## src/rtl/temporizador_regressivo_param.sv

```systemverilog
// -----------------------------------------------------------------------------
// temporizador_regressivo_param
//
// Parametrised countdown timer. Divides CLOCK down to tenth-of-second ticks
// and counts a BCD display (M:SS,d) down from a preset to 0:00,0, with
// pause/resume, whole-second penalties, defuse, a low-time warning and a
// hard stop at zero.
//
// Parameters:
//   CLK_DIV      CLOCK cycles per tenth of a second (>= 2)
//   PRESET_MIN   minutes loaded by START (0..9)
//   PRESET_SEC   seconds loaded by START (0..59); preset must be nonzero
//   WARN_SEC     WARNING while remaining whole seconds < WARN_SEC (1..59)
//   PENALTY_SEC  seconds removed per PENALTY pulse (1..59)
//
// Ports:
//   CLOCK, RESET_N          clock, asynchronous active-low reset
//   START                   load preset and run (any state)
//   PAUSE / RESUME          RUN -> PAUSED / PAUSED -> RUN
//   PENALTY                 subtract PENALTY_SEC (RUN or PAUSED)
//   DEFUSE                  freeze display, end round (RUN or PAUSED)
//   DECIMOS                 tenths digit (BCD)
//   SEGUNDOS_UNIDADE        seconds units digit (BCD)
//   SEGUNDOS_DEZENAS        seconds tens digit (0..5)
//   MINUTOS                 minutes digit (BCD)
//   RUNNING                 state is RUN
//   WARNING                 low remaining time while RUN or PAUSED
//   TEMPO_ACABOU            state is EXPIRED
//   DESARMADA               state is DEFUSED
//   TICK                    a tenth decrement is applied on the next edge
// -----------------------------------------------------------------------------
module temporizador_regressivo_param #(
    parameter int CLK_DIV     = 100,
    parameter int PRESET_MIN  = 2,
    parameter int PRESET_SEC  = 0,
    parameter int WARN_SEC    = 10,
    parameter int PENALTY_SEC = 10
) (
    input  logic       CLOCK,
    input  logic       RESET_N,
    input  logic       START,
    input  logic       PAUSE,
    input  logic       RESUME,
    input  logic       PENALTY,
    input  logic       DEFUSE,
    output logic [3:0] DECIMOS,
    output logic [3:0] SEGUNDOS_UNIDADE,
    output logic [3:0] SEGUNDOS_DEZENAS,
    output logic [3:0] MINUTOS,
    output logic       RUNNING,
    output logic       WARNING,
    output logic       TEMPO_ACABOU,
    output logic       DESARMADA,
    output logic       TICK
);

    localparam int PW = $clog2(CLK_DIV);
    localparam logic [PW-1:0] PRESC_MAX = PW'(CLK_DIV - 1);

    typedef enum logic [2:0] {
        ST_IDLE,
        ST_RUN,
        ST_PAUSED,
        ST_EXPIRED,
        ST_DEFUSED
    } state_e;

    typedef struct packed {
        logic [3:0] mins;
        logic [3:0] tens;
        logic [3:0] units;
        logic [3:0] tenths;
    } time_t;

    localparam time_t PRESET_TIME = '{
        mins:   4'(PRESET_MIN),
        tens:   4'(PRESET_SEC / 10),
        units:  4'(PRESET_SEC % 10),
        tenths: 4'd0
    };

    state_e         state_q, state_d;
    logic [PW-1:0]  presc_q, presc_d;
    time_t          time_q, time_d;

    logic           tick;
    logic           active;
    logic           pen_ok;
    time_t          after_tick;
    time_t          after_pen;
    logic [9:0]     whole_secs;
    logic [9:0]     pen_rem;
    logic [9:0]     pen_s60;
    logic [6:0]     disp_secs;

    // -------------------------------------------------------------------------
    // Next-state logic
    // -------------------------------------------------------------------------
    always_comb begin
        // NOTE: every variable gets a default before any branch, so no path
        // leaves a value unassigned and no latch is inferred.
        state_d    = state_q;
        presc_d    = presc_q;
        time_d     = time_q;
        after_tick = time_q;
        after_pen  = time_q;
        whole_secs = '0;
        pen_rem    = '0;
        pen_s60    = '0;

        tick   = (state_q == ST_RUN) && (presc_q == PRESC_MAX);
        active = (state_q == ST_RUN) || (state_q == ST_PAUSED);
        pen_ok = PENALTY && active;

        // One-tenth BCD decrement with 9/9/5 borrow chain. Zero is never held
        // in RUN, but the guard keeps the digits legal regardless.
        if (tick && (time_q != '0)) begin
            if (time_q.tenths != 4'd0) begin
                after_tick.tenths = time_q.tenths - 4'd1;
            end else begin
                after_tick.tenths = 4'd9;
                if (time_q.units != 4'd0) begin
                    after_tick.units = time_q.units - 4'd1;
                end else begin
                    after_tick.units = 4'd9;
                    if (time_q.tens != 4'd0) begin
                        after_tick.tens = time_q.tens - 4'd1;
                    end else begin
                        after_tick.tens = 4'd5;
                        after_tick.mins = time_q.mins - 4'd1;
                    end
                end
            end
        end

        // Penalty works on whole seconds; tenths are carried through.
        // If fewer whole seconds remain than the penalty, the total time is
        // below the penalty and the result saturates at 0:00,0.
        after_pen  = after_tick;
        whole_secs = 10'(after_tick.mins) * 10'd60
                   + 10'(after_tick.tens) * 10'd10
                   + 10'(after_tick.units);
        if (pen_ok) begin
            if (whole_secs < 10'(PENALTY_SEC)) begin
                after_pen = '0;
            end else begin
                pen_rem         = whole_secs - 10'(PENALTY_SEC);
                pen_s60         = pen_rem % 10'd60;
                after_pen.mins  = 4'(pen_rem / 10'd60);
                after_pen.tens  = 4'(pen_s60 / 10'd10);
                after_pen.units = 4'(pen_s60 % 10'd10);
            end
        end

        if (START) begin
            state_d = ST_RUN;
            time_d  = PRESET_TIME;
            presc_d = '0;
        end else if (DEFUSE && active) begin
            // Display and prescaler freeze; same-edge tick/penalty dropped.
            state_d = ST_DEFUSED;
        end else begin
            if (state_q == ST_RUN) begin
                presc_d = tick ? '0 : presc_q + PW'(1);
            end
            time_d = after_pen;
            if ((tick || pen_ok) && (after_pen == '0)) begin
                state_d = ST_EXPIRED;
            end else if (PAUSE && (state_q == ST_RUN)) begin
                state_d = ST_PAUSED;
            end else if (RESUME && (state_q == ST_PAUSED)) begin
                state_d = ST_RUN;
            end
        end
    end

    // -------------------------------------------------------------------------
    // State registers
    // -------------------------------------------------------------------------
    always_ff @(posedge CLOCK or negedge RESET_N) begin
        // NOTE: sequential state uses non-blocking assignments so every flop
        // samples the pre-edge values regardless of statement order.
        if (!RESET_N) begin
            state_q <= ST_IDLE;
            presc_q <= '0;
            time_q  <= PRESET_TIME;
        end else begin
            state_q <= state_d;
            presc_q <= presc_d;
            time_q  <= time_d;
        end
    end

    // -------------------------------------------------------------------------
    // Outputs: direct decode of registered state
    // -------------------------------------------------------------------------
    assign disp_secs = 7'(time_q.tens) * 7'd10 + 7'(time_q.units);

    assign DECIMOS          = time_q.tenths;
    assign SEGUNDOS_UNIDADE = time_q.units;
    assign SEGUNDOS_DEZENAS = time_q.tens;
    assign MINUTOS          = time_q.mins;
    assign RUNNING          = (state_q == ST_RUN);
    assign TEMPO_ACABOU     = (state_q == ST_EXPIRED);
    assign DESARMADA        = (state_q == ST_DEFUSED);
    assign TICK             = tick;
    assign WARNING          = ((state_q == ST_RUN) || (state_q == ST_PAUSED))
                            && (time_q.mins == 4'd0)
                            && (disp_secs < 7'(WARN_SEC));

endmodule

```

## config.mk

```make
export PLATFORM = sky130hd
export DESIGN_NAME = temporizador_regressivo_param
export DESIGN_NICKNAME = d
export VERILOG_FILES = /design/src/rtl/temporizador_regressivo_param.sv
export SDC_FILE = /design/constraint.sdc
export NUM_CORES = 1
export LEC_CHECK = 0
export ABC_AREA = 1
export BUFFER_PORTS_ARGS = -buffer_cell sky130_fd_sc_hd__buf_2
export CAP_MARGIN = 20
export CORE_MARGIN = 10
export CORE_UTILIZATION = 36
export CTS_CLUSTER_SIZE = 14
export DETAILED_ROUTE_END_ITERATION = 12
export GPL_ROUTABILITY_DRIVEN = 0
export PLACE_DENSITY = 0.54
export SYNTH_ARGS = -nofsm -noshare
export SYNTH_HDL_FRONTEND = slang
export SYNTH_SLANG_ARGS = --single-unit
```

## constraint.sdc

```tcl
create_clock -name CLOCK -period 9.6 [get_ports CLOCK]
set_input_delay 0.48 -clock CLOCK [delete_from_list [all_inputs] [get_ports CLOCK]]
set_output_delay 0.48 -clock CLOCK [all_outputs]
set_load 0.01 [all_outputs]
```

== Word level (Yosys, flattened, before mapping) ==
Index checks and enable logic that the tools add are counted.

* Bits in registers: 26
* Output and inout bits: 21
* Word-level logic and storage cells: 71

* $add $sub $neg: 9
* Multipliers: 3
* Div/mod/pow operators: 4
* Magnitude comparators: 2
* Equality and inequality tests: 6
* Multiplexer cells: 21
* Reduce and logical (&&, ||, !) cells: 20

{| class="wikitable"
|+ Operator list
! operator !! number
|-
| $mux 16 || 4
|-
| $mux 7 || 4
|-
| $mux 12 || 2
|-
| $mux 4 || 5
|-
| $logic_not 16->1 || 1
|-
| $reduce_bool 16->1 || 1
|-
| $sub 4x1->4 const B || 4
|-
| $mux 3 || 5
|-
| $reduce_bool 4->1 || 3
|-
| $add 10x4->10 || 1
|-
| $add 10x8->10 || 1
|-
| $div 10x4->10 const B || 1
|-
| $div 10x6->10 const B || 1
|-
| $lt 10x4->1 const B || 1
|-
| $mod 10x4->10 const B || 1
|-
| $mod 10x6->10 const B || 1
|-
| $sub 10x4->10 const B || 1
|-
| $logic_and 1x1->1 || 9
|-
| $mul 4x4->8 const B || 1
|-
| $mux 8 || 1
|-
| $add 7x1->7 const B || 1
|-
| $add 7x4->7 || 1
|-
| $eq 7x7->1 const B || 1
|-
| $lt 7x4->1 const B || 1
|-
| other kinds (11) || 13
|}

== Depth between registers and ports, before layout ==
Gate-level depths: netlist of the first run.

* Depth after elaboration: 18
* Gate-level depth with buffers: 87
* Gate-level depth less buffers: 87

== Worst setup path before layout of the first run ==
OpenSTA, ideal clock, no wires.

* Kind: register to register
* Start point: register time_q, in the netlist SEGUNDOS_UNIDADE[0]
* End point: register state_q[0]
* Setup time: 0.118 ns
* Arrival: 8.772 ns
* Data required time: 9.482 ns
* Slack: 0.710 ns
* Cell stages (with the launch flop): 78
* Clock period less this slack: 8.890 ns
* Cells stage by stage: dfrtp_1 -> inv_1 -> ha_1 -> inv_1 -> nor2_1 -> nand2_1 -> nor2_1 -> nand3_1 -> nand2_1 -> inv_1 -> nand2_1 -> nor2_1 -> inv_1 -> nor2_1 -> nand2_1 -> nor2_1 -> xor2_1 -> fa_1 -> [42 not listed] -> nand4_2 -> nand2_1 -> nand3_2 -> nand2_2 -> nand2_1 -> nand2_1 -> inv_1 -> ha_1 -> inv_1 -> nand2_1 -> nand2_1 -> nand2_1 -> nand2_1 -> nand2_1 -> nand2_2 -> nand4_1 -> nand2_1 -> nand2_1

* Cells in the longest elaborated chain, start to end: 17
* Elaborated cells on any way between the ends: 27
* Classes of those cells: 4 x add/sub; 2 x mul; 4 x div; 1 x order compare; 10 x mux; 6 x reduce/logical

{| class="wikitable"
|+ RTL lines
! what !! RTL line !! RTL
|-
| start: declaration || 84 || <nowiki>time_t time_q, time_d;</nowiki>
|-
| start signal: assignment || 190 || <nowiki>time_q <= time_d;</nowiki>
|-
| $reduce_bool 4->1 || 122 || <nowiki>if (time_q.units != 4'd0) begin</nowiki>
|-
| $mux 8 || 122 ||
|-
| $mux 12 || 118 || <nowiki>if (time_q.tenths != 4'd0) begin</nowiki>
|-
| $mux 16 (*) || 117 || <nowiki>if (tick && (time_q != '0)) begin</nowiki>
|-
| $mul 4x3->7 or $mul 4x4->8 (tied branches) || 141, 140 ||
|-
| $add 10x8->10 || 141 || <nowiki>+ 10'(after_tick.tens) * 10'd10</nowiki>
|-
| $add 10x4->10 || 142 || <nowiki>+ 10'(after_tick.units);</nowiki>
|-
| $sub 10x4->10 || 147 || <nowiki>pen_rem = whole_secs - 10'(PENALTY_SEC);</nowiki>
|-
| $mod 10x6->10 || 148 || <nowiki>pen_s60 = pen_rem % 10'd60;</nowiki>
|-
| $mod 10x4->10 or $div 10x4->10 (tied branches) || 151, 150 ||
|-
| $mux 12 || 144 || <nowiki>if (whole_secs < 10'(PENALTY_SEC)) begin</nowiki>
|-
| $mux 16 (*) || 143 || <nowiki>if (pen_ok) begin</nowiki>
|-
| $logic_not 16->1 (*) || 167 || <nowiki>if ((tick || pen_ok) && (after_pen == '0)) begin</nowiki>
|-
| $logic_and 1x1->1 (*) || 167 ||
|-
| $mux 3 || 167 ||
|-
| $mux 3 || 159 || <nowiki>end else if (DEFUSE && active) begin</nowiki>
|-
| $mux 3 || 155 || <nowiki>if (START) begin</nowiki>
|-
| end signal: assignment || 188 || <nowiki>state_q <= state_d;</nowiki>
|-
| end: declaration || 82 || <nowiki>state_e state_q, state_d;</nowiki>
|}

Every way passes the cells marked *; elsewhere a longest branch is shown, timed or not.
A chain may end at the register's enable or synchronous reset.

== Worst setup path in the final report of the first run ==
* Start point: register time_q, in the netlist MINUTOS[1]
* End point: register state_q[2]

* Cells in the longest elaborated chain, start to end: 18
* Elaborated cells on any way between the ends: 26
* Classes of those cells: 4 x add/sub; 2 x mul; 4 x div; 1 x order compare; 10 x mux; 5 x reduce/logical

{| class="wikitable"
|+ RTL lines
! what !! RTL line !! RTL
|-
| $sub 4x1->4 || 130 || <nowiki>after_tick.mins = time_q.mins - 4'd1;</nowiki>
|-
| $mux 4 || 126 || <nowiki>if (time_q.tens != 4'd0) begin</nowiki>
|-
| $mux 8 || 122 ||
|-
| $mux 12 || 118 ||
|-
| $mux 16 (*) || 117 ||
|-
| $mul 4x4->8 || 140 || <nowiki>whole_secs = 10'(after_tick.mins) * 10'd60</nowiki>
|-
| $add 10x8->10 || 141 ||
|-
| $add 10x4->10 || 142 ||
|-
| [2 not listed] || n/a ||
|-
| $mod 10x4->10 or $div 10x4->10 (tied branches) || 151, 150 ||
|-
| $mux 12 || 144 ||
|-
| $mux 16 (*) || 143 ||
|-
| $logic_not 16->1 (*) || 167 ||
|-
| $logic_and 1x1->1 (*) || 167 ||
|-
| $mux 3 || 167 ||
|-
| $mux 3 || 159 ||
|-
| $mux 3 || 155 ||
|}

Marks and branches as above.

==> out/qor.yml, run 1 <==
yosysWarningCount: 0
grt_pass1_vias: 4682
drv_cap: 0
cp-end-kind: "flop"
initialDrtViolationCount: 186
tightest_slew_ns: 0.610
route.detailed.drc: 0
cts_htree_levels: 1
io_pins: 28
dpl.hpwl_um: 10300
stdcell_count: 1041
synthCells: 739
utilization: 0.531
syn_nets: 799
seq_area_um2: 652
grt_overflow: 0
drive_gt1_frac: 0.409
die_y_um: 133
cp.required_ns: 9.73
rrSetupSlack_ns: 0.15
hold_class: "input pin to async pin"
slew_viol_final: 0
worst_path_max_delay_cell: "fa_1"
clock_sinks: 26
ys_seq_area_frac: 0.141
multi_input_area_um2: 4350
port_buffers: 27
slowest_delay_ns: 0.56
grt_first_pass_wirelength_um: 21000
crit_path_max_fanout: 7
wire_per_inst_um: 13.2
design.die.area_um2: 17800
ctsRootBufferMaster: "clkbuf_16"
finalHoldViolCount: 0
start_kind: "flop"
firstDrtPassIters: 5
grt_max_degree: 27
period_share: 0.985
crit_start: "MINUTOS[1]$_DFFE_PN1N_"
syn_to_final_growth_pct: 44.4
place_inst: 994
r2r-start: "MINUTOS[1]$_DFFE_PN1N_"
numCtsBuffers: 3
cts_tree: "built"
num_vias: 5198
dieWidth_um: 133
ant_nets: 0
endpoint: "state_q[2]$_DFFE_PN0P_"
coreArea_um2: 12600
clkSlewWorstSetupHoldPaths_ns: 0.07
max_freq_mhz: 106
vias_per_cell: 4.99
grt_setup_unrepaired: "true"
finalWorstPathRequiredPeriod_ns: 9.45
antenna_found_initial: 0
async_reset_ff_frac: 1.00
status: "complete, no violations"
wl_um: 13800
setup_tns_ns: 0
avgSynthCellArea_um2: 6.27
r2r-end: "state_q[2]$_DFFE_PN0P_"
grtUsageTotal: 0.135
ys_seq_elements: 26
cp.arrival_ns: 9.58
synth_area_um2: 4640
critical_path_class: "flop to flop"
fillCellCount: 1267
clock_path_buffers: 2
layout.nets: 930
rr_worst_depth: 66
max_slew_margin: 0.593
synth.distinct_cells: 45
clk_latency_ns: 0.26
ys.flop_type: "dfrtp_1"
diodes: 0
cts_hold_buf: 0
synth_edf_count: 0
skew_ns: 0.00201
worst_path_most_repeated_cell: "nand2_2"
initial_core_util: 0.367
rows: 41
setup_violations: 0
-- worst min path at each step --
stage,endpoint,slack [ns],from
after global placement,presc_q[1]$_DFFE_PN0P_,0.50,presc_q[1]$_DFFE_PN0P_
after global routing,presc_q[4]$_DFFE_PN0P_,0.26,RESET_N
after floorplan,DECIMOS[0]$_DFFE_PN0N_,0.18,RESET_N
final,presc_q[5]$_DFFE_PN0P_,0.22,RESET_N
after CTS,presc_q[5]$_DFFE_PN0P_,0.25,RESET_N
after detailed placement,presc_q[1]$_DFFE_PN0P_,0.51,presc_q[1]$_DFFE_PN0P_
-- timing repair --
item                       4_1_cts  5_1_grt
hold endpoints to repair         0        0
setup buffers                    3       39
resized for setup               14      197
gates cloned                     1        0
setup endpoints to repair        5        8
pin swaps                        7      103
-- placed cells by master (no fill, tap or decap), types with 12 or more instances in the layout --
| cell | n |
|---|---|
| inv_1 | 92 |
| nand2_2 | 59 |
| nand3_4 | 12 |
| buf_4 | 95 |
| dfrtp_1 | 25 |
| nor2_4 | 22 |
| nor3_1 | 16 |
| nand2_1 | 145 |
| nand3_1 | 41 |
| nand3_2 | 23 |
| nor2_2 | 15 |
| buf_2 | 27 |
| nor2_1 | 40 |
| nand2_4 | 25 |
| a21oi_1 | 19 |
| nand4_1 | 24 |
| o21ai_0 | 25 |
| ha_1 | 32 |
| inv_2 | 26 |
-- through the flow --
| step | hold WS (ns) | area [um2] | setup WS [ns] |
|---|---|---|---|
| 5_1_grt | 0.265 | 6700 | -0.448 |
| 2_1_floorplan | 0.184 | 4640 | 0.710 |
| 6_report | 0.223 | 6700 | 0.146 |
| 3_5_place_dp | 0.507 | 5420 | -0.187 |
| 4_1_cts | 0.247 | 5610 | 0.0226 |
| 3_3_place_gp | 0.498 | 5420 | -0.0450 |
-- Yosys cell counts, types with 7 or more instances --
library cell / n / area share
o22ai_1: 9 / 0.012
inv_1: 108 / 0.087
xor2_1: 10 / 0.019
nand4_1: 24 / 0.032
nand2_2: 21 / 0.028
nand2_1: 205 / 0.17
ha_1: 43 / 0.12
nor2_2: 12 / 0.016
a21oi_1: 23 / 0.025
dfrtp_1: 25 / 0.13
nor2_4: 7 / 0.017
o21ai_0: 26 / 0.028
nor2_1: 58 / 0.047
inv_2: 10 / 0.0081
nand3_1: 64 / 0.069
nand3_2: 10 / 0.022
xnor2_1: 8 / 0.015
fa_1: 10 / 0.043
nor3_1: 17 / 0.018
-- final cells by class --
class / instances / area share
multi-input combinational: 589 / 0.650
timing repair buffer: 127 / 0.135
clock inverter: 1 / 0.00449
inverter: 123 / 0.0697
tap: 172 / 0.0321
sequential: 26 / 0.0974
clock buffer: 3 / 0.0112
-- critical path, delay by kind of cell, from the launching register on --
kind                     cells  cell delay (ns)
flip-flops                   1             0.55
adder cells (fa/ha/maj)      6             2.13
AO/OA/AOI/OAI                2             0.20
buffers and inverters        9             0.81
AND/OR/NAND/NOR             47             5.31
XOR/XNOR                     2             0.29
-- cell families after synthesis --
group	synth area share
flip-flops	0.141
adder cells (fa/ha/maj)	0.159
AND/OR/NAND/NOR	0.461
AO/OA/AOI/OAI	0.0979
XOR/XNOR	0.0399
buffers and inverters	0.101
-- registers in the layout (all words and copies together), names as in the netlist --
register and count:
DECIMOS 4, SEGUNDOS_DEZENAS 4, presc_q 7, state_q 3, MINUTOS 4, SEGUNDOS_UNIDADE 4
-- layer usage --
metal  global-route usage  vias to the layer above  part of all wire
met5                    0                        -                 0
met4               0.0224                        0             0.010
met3               0.0165                       11             0.028
met2                0.226                       87              0.49
met1                0.185                     2437              0.47
li1                     -                     2663                 -
Power of run 1 is not shown: default switching activity piles up to over one toggle a cycle in this logic, so the estimate is an artifact.
==> run 2: changes to the inputs <==
--- a/config.mk
+++ b/config.mk
@@ -9,6 +9,8 @@
 export BUFFER_PORTS_ARGS = -buffer_cell sky130_fd_sc_hd__buf_2
 export CAP_MARGIN = 20
+export CORE_ASPECT_RATIO = 0.6
 export CORE_MARGIN = 10
 export CORE_UTILIZATION = 36
+export CTS_CLUSTER_DIAMETER = 40
 export CTS_CLUSTER_SIZE = 14
 export DETAILED_ROUTE_END_ITERATION = 12
==> constraint.sdc (replaced) <==
create_clock -name CLOCK -period 9.6 [get_ports CLOCK]
set_input_delay 0.96 -clock CLOCK [delete_from_list [all_inputs] [get_ports CLOCK]]
set_output_delay 0.96 -clock CLOCK [all_outputs]
set_load 0.01 [all_outputs]
==> run 2 against run 1 <==
Sequential cell count did not move. Worst hold slack improved by 0.31 ns. Non-clock buffer count is 25 lower. Maximum frequency is 0.34% higher. Largest cell class unchanged. Critical endpoint unchanged.
==> out/qor.yml, run 2 (synthesis results as in run 1) <==
vias_per_cell: 5.22
initial_core_util: 0.376
fillCellCount: 1200
syn_to_final_growth_pct: 41.4
grt_pass1_vias: 4744
io_pins: 28
min_from: "presc_q[1]$_DFFE_PN0P_"
finalHoldViolCount: 0
largest_reg_flops: 7
cts_hold_buf: 0
final_cell_mix: "nand2_1 (139), inv_1 (87), buf_4 (70)"
worst_path_max_delay_cell: "fa_1"
crit_path_max_fanout: 7
numCtsBuffers: 3
regMostFlops: "presc_q"
setup_violations: 0
max_freq_mhz: 106
cts_htree_levels: 1
die_y_um: 108
port_buffers: 27
layout.nets: 905
stdcell_count: 1009
num_vias: 5262
dpl.hpwl_um: 11800
r2r-end: "state_q[2]$_DFFE_PN0P_"
tightest_slew_ns: 0.714
initialDrtViolationCount: 342
cp.arrival_ns: 9.61
clock_sinks: 26
seq_area_um2: 653
drv_cap: 0
grtUsageTotal: 0.154
slew_viol_final: 0
cp.required_ns: 9.78
design.die.area_um2: 18000
worst_path_most_repeated_cell: "nand2_2"
rows: 31
grt_setup_unrepaired: "true"
cp_top_family: "simple AND/OR/NAND/NOR gates"
max_slew_margin: 0.522
multi_input_area_um2: 4410
slowest_delay_ns: 0.60
drive_gt1_frac: 0.415
cp-end-kind: "flop"
antenna_found_initial: 0
clkSlewWorstSetupHoldPaths_ns: 0.07
path_buf_inv: 8
wire_per_inst_um: 15.5
utilization: 0.532
crit_start: "MINUTOS[1]$_DFFE_PN1N_"
rr_worst_depth: 68
route.detailed.drc: 0
status: "complete, no violations"
hold_class: "flop to flop"
coreArea_um2: 12300
rrSetupSlack_ns: 0.18
clock_path_buffers: 2
start_kind: "flop"
clk_latency_ns: 0.27
grt_overflow: 0
r2r-start: "MINUTOS[1]$_DFFE_PN1N_"
skew_ns: 0.00185
path_depth: 68
grt_max_degree: 27
place_inst: 964
dieWidth_um: 167
setup_tns_ns: 0
firstDrtPassIters: 4
finalWorstPathRequiredPeriod_ns: 9.42
ctsRootBufferMaster: "clkbuf_16"
final_common_cell: "nand2_1"
critical_path_class: "flop to flop"
period_share: 0.981
diodes: 0
cts_tree: "built"
grt_first_pass_wirelength_um: 23400
wl_um: 15600
ant_nets: 0
endpoint: "state_q[2]$_DFFE_PN0P_"
-- run 2: cell count changes in the layout (fill, tap and decap cells not counted), moves of 3 or more --
| cell | change |
|---|---|
| buf_4 | -25 |
| inv_1 | -5 |
| inv_2 | +3 |
| nand2_1 | -6 |
| nand2_4 | +5 |
| nand3_1 | -5 |
| nand3_2 | +6 |
| nor2_2 | +4 |
-- run 2: area by class of cell --
cell class | count | area share
inverters | 123 | 0.0719
clock buffers | 4 | 0.0135
repair buffers | 102 | 0.111
flip-flops and latches | 26 | 0.0996
multi-input cells | 589 | 0.673
well taps | 165 | 0.0315
-- run 2: how the worst min path moves through the flow --
stage | to | cells past startpoint
after floorplan | presc_q[1]$_DFFE_PN0P_ | 2
after global placement | presc_q[1]$_DFFE_PN0P_ | 2
after detailed placement | presc_q[1]$_DFFE_PN0P_ | 2
after CTS | presc_q[1]$_DFFE_PN0P_ | 2
after global routing | presc_q[1]$_DFFE_PN0P_ | 2
final | presc_q[1]$_DFFE_PN0P_ | 2
-- run 2: routing by layer --
metal | share of wire | global-route usage | up-vias
li1 | - | - | 2619
met1 | 0.52 | 0.240 | 2514
met2 | 0.43 | 0.216 | 117
met3 | 0.048 | 0.0292 | 12
met4 | 0.0040 | 0.0131 | 0
met5 | 0 | 0 | -
-- run 2: worst min-delay path, delay by kind of cell, from the launching register on --
family        cells  cell delay, ns
flops             1            0.38
simple gates      2            0.13
-- run 2: what timing repair did --
action / 4_1_cts / 5_1_grt
resized for setup: 28 / 207
hold endpoints to repair: 0 / 0
pin swaps: 23 / 101
buffers inserted: 11 / 29
gates cloned: 1 / 0
endpoints found under the setup margin: 5 / 9
-- run 2: per-stage QoR --
stage               area, um2  hold slack (ns)  worst slack, ns
floorplan                4640            0.475            0.710
global placement         5230            0.501           -0.240
detailed placement       5230            0.507           -0.435
CTS                      5550            0.522          0.00215
global route             6560            0.555           -0.385
finish                   6560            0.531            0.179
Power of run 2 is left out for the same reason.
==> run 3: changes to the inputs <==
Settings changed: CORE_MARGIN 10 to default.
==> run 3 against run 2 <==
Die area decreased by 26%. Sequential share of layout area shrank 0.064 points. Register-to-register slack lost 0.15 ns. Worst hold slack worse by 0.00070 ns. Critical endpoint is now state_q[0]$_DFFE_PN0P_.
==> out/qor.yml, run 3 (synthesis results as in run 1) <==
rr_worst_depth: 76
drive_gt1_frac: 0.402
cp.arrival_ns: 9.73
syn_to_final_growth_pct: 42.3
worst_path_max_delay_cell: "dfstp_2"
utilization: 0.537
final_cell_mix: "nand2_1 (138), inv_1 (89), buf_4 (66)"
cts_tree: "built"
wl_um: 15100
port_buffers: 27
clock_sinks: 26
grt_overflow: 0
crit_path_max_fanout: 7
multi_input_area_um2: 4460
max_slew_margin: 0.576
die_y_um: 89.9
wire_per_inst_um: 15.0
rrSetupSlack_ns: 0.03
start_kind: "flop"
regMostFlops: "presc_q"
grt_max_degree: 27
num_vias: 5174
worst_path_most_repeated_cell: "nand2_2"
skew_ns: 0.00328
holdPathEnd: "presc_q[0]$_DFFE_PN0P_"
clock_path_buffers: 2
vias_per_cell: 5.14
period_share: 0.997
fillCellCount: 1146
setup_violations: 0
grt_setup_unrepaired: "true"
firstDrtPassIters: 5
hold_depth: 1
cts_hold_buf: 0
antenna_found_initial: 0
max_freq_mhz: 104
clk_latency_ns: 0.27
r2r-end: "state_q[0]$_DFFE_PN0P_"
min_from: "presc_q[0]$_DFFE_PN0P_"
finalHoldViolCount: 0
rows: 31
largest_reg_flops: 7
tightest_slew_ns: 0.636
diodes: 0
finalWorstPathRequiredPeriod_ns: 9.57
clkSlewWorstSetupHoldPaths_ns: 0.07
final_common_cell: "nand2_1"
dpl.hpwl_um: 11500
cts_htree_levels: 1
r2r-start: "MINUTOS[1]$_DFFE_PN1N_"
drv_cap: 0
status: "complete, no violations"
grtUsageTotal: 0.211
cp.required_ns: 9.76
dieWidth_um: 149
cp-end-kind: "flop"
design.die.area_um2: 13400
coreArea_um2: 12300
grt_first_pass_wirelength_um: 22500
io_pins: 28
initial_core_util: 0.377
critical_path_class: "flop to flop"
numCtsBuffers: 3
hold_class: "flop to flop"
layout.nets: 902
ctsRootBufferMaster: "clkbuf_16"
initialDrtViolationCount: 358
route.detailed.drc: 0
setup_tns_ns: 0
slew_viol_final: 0
seq_area_um2: 653
grt_pass1_vias: 4492
slowest_delay_ns: 0.57
ant_nets: 0
[run 3: changes by cell type in the layout (fill, tap and decap cells not counted), moves of 3 or more]
cell,before,now
nand2_2,60,55
ha_2,3,0
nor2_1,38,41
nand3_1,36,42
nand2_4,30,34
nand3_2,29,22
buf_4,70,66
[run 3: worst max-delay path, delay by kind of cell (launching register included)]
kind            cells  cell delay [ns]
simple gates       53             4.91
compound gates      2             0.45
flops               1             0.57
fa+ha+maj           7             2.41
buf+inv            13             0.94
xor+xnor            1             0.15
[run 3: area by class of cell]
cell class              instances  area share
flip-flops and latches         26      0.0990
clock inverters                 1     0.00455
multi-input cells             589       0.675
well taps                     165      0.0313
repair buffers                 99       0.107
inverters                     123      0.0715
clock buffers                   3      0.0114
[run 3: what timing repair did]
action | 4_1_cts | 5_1_grt
gates resized for setup | 20 | 215
setup buffers | 3 | 34
gates cloned | 1 | 0
pin swaps | 12 | 113
setup endpoints to repair | 7 | 9
[run 3: worst max-delay path by stage]
stage                                               start                      to  slack, ns  depth (start not counted)
after floorplan           SEGUNDOS_UNIDADE[0]$_DFFE_PN0N_  state_q[0]$_DFFE_PN0P_       0.71                         77
after global placement             MINUTOS[1]$_DFFE_PN1N_  state_q[2]$_DFFE_PN0P_      -0.33                         77
after detailed placement           MINUTOS[1]$_DFFE_PN1N_  state_q[0]$_DFFE_PN0P_      -0.49                         80
after CTS                          MINUTOS[1]$_DFFE_PN1N_  state_q[2]$_DFFE_PN0P_      0.008                         78
after global routing               MINUTOS[1]$_DFFE_PN1N_  state_q[0]$_DFFE_PN0P_      -0.60                         74
final                              MINUTOS[1]$_DFFE_PN1N_  state_q[0]$_DFFE_PN0P_       0.03                         76
[run 3: layer usage]
layer / up-vias / track usage / share of wire / wire (um)
li1: 2618 / - / - / -
met1: 2415 / 0.364 / 0.54 / 8130
met2: 135 / 0.268 / 0.40 / 6020
met3: 6 / 0.0360 / 0.060 / 913
met4: 0 / 0.0129 / 0.0023 / 34
met5: - / 0 / 0 / 0
[run 3: through the flow]
| step | instance area, um2 | worst slack [ns] | cells | hold WS, ns |
|---|---|---|---|---|
| 2_1_floorplan | 4640 | 0.710 | 739 | 0.475 |
| 3_3_place_gp | 5240 | -0.334 | 965 | 0.499 |
| 3_5_place_dp | 5240 | -0.494 | 965 | 0.519 |
| 4_1_cts | 5480 | 0.00773 | 973 | 0.534 |
| 5_1_grt | 6600 | -0.597 | 1006 | 0.558 |
| 6_report | 6600 | 0.0292 | 1006 | 0.530 |
Power of run 3 is left out for the same reason.
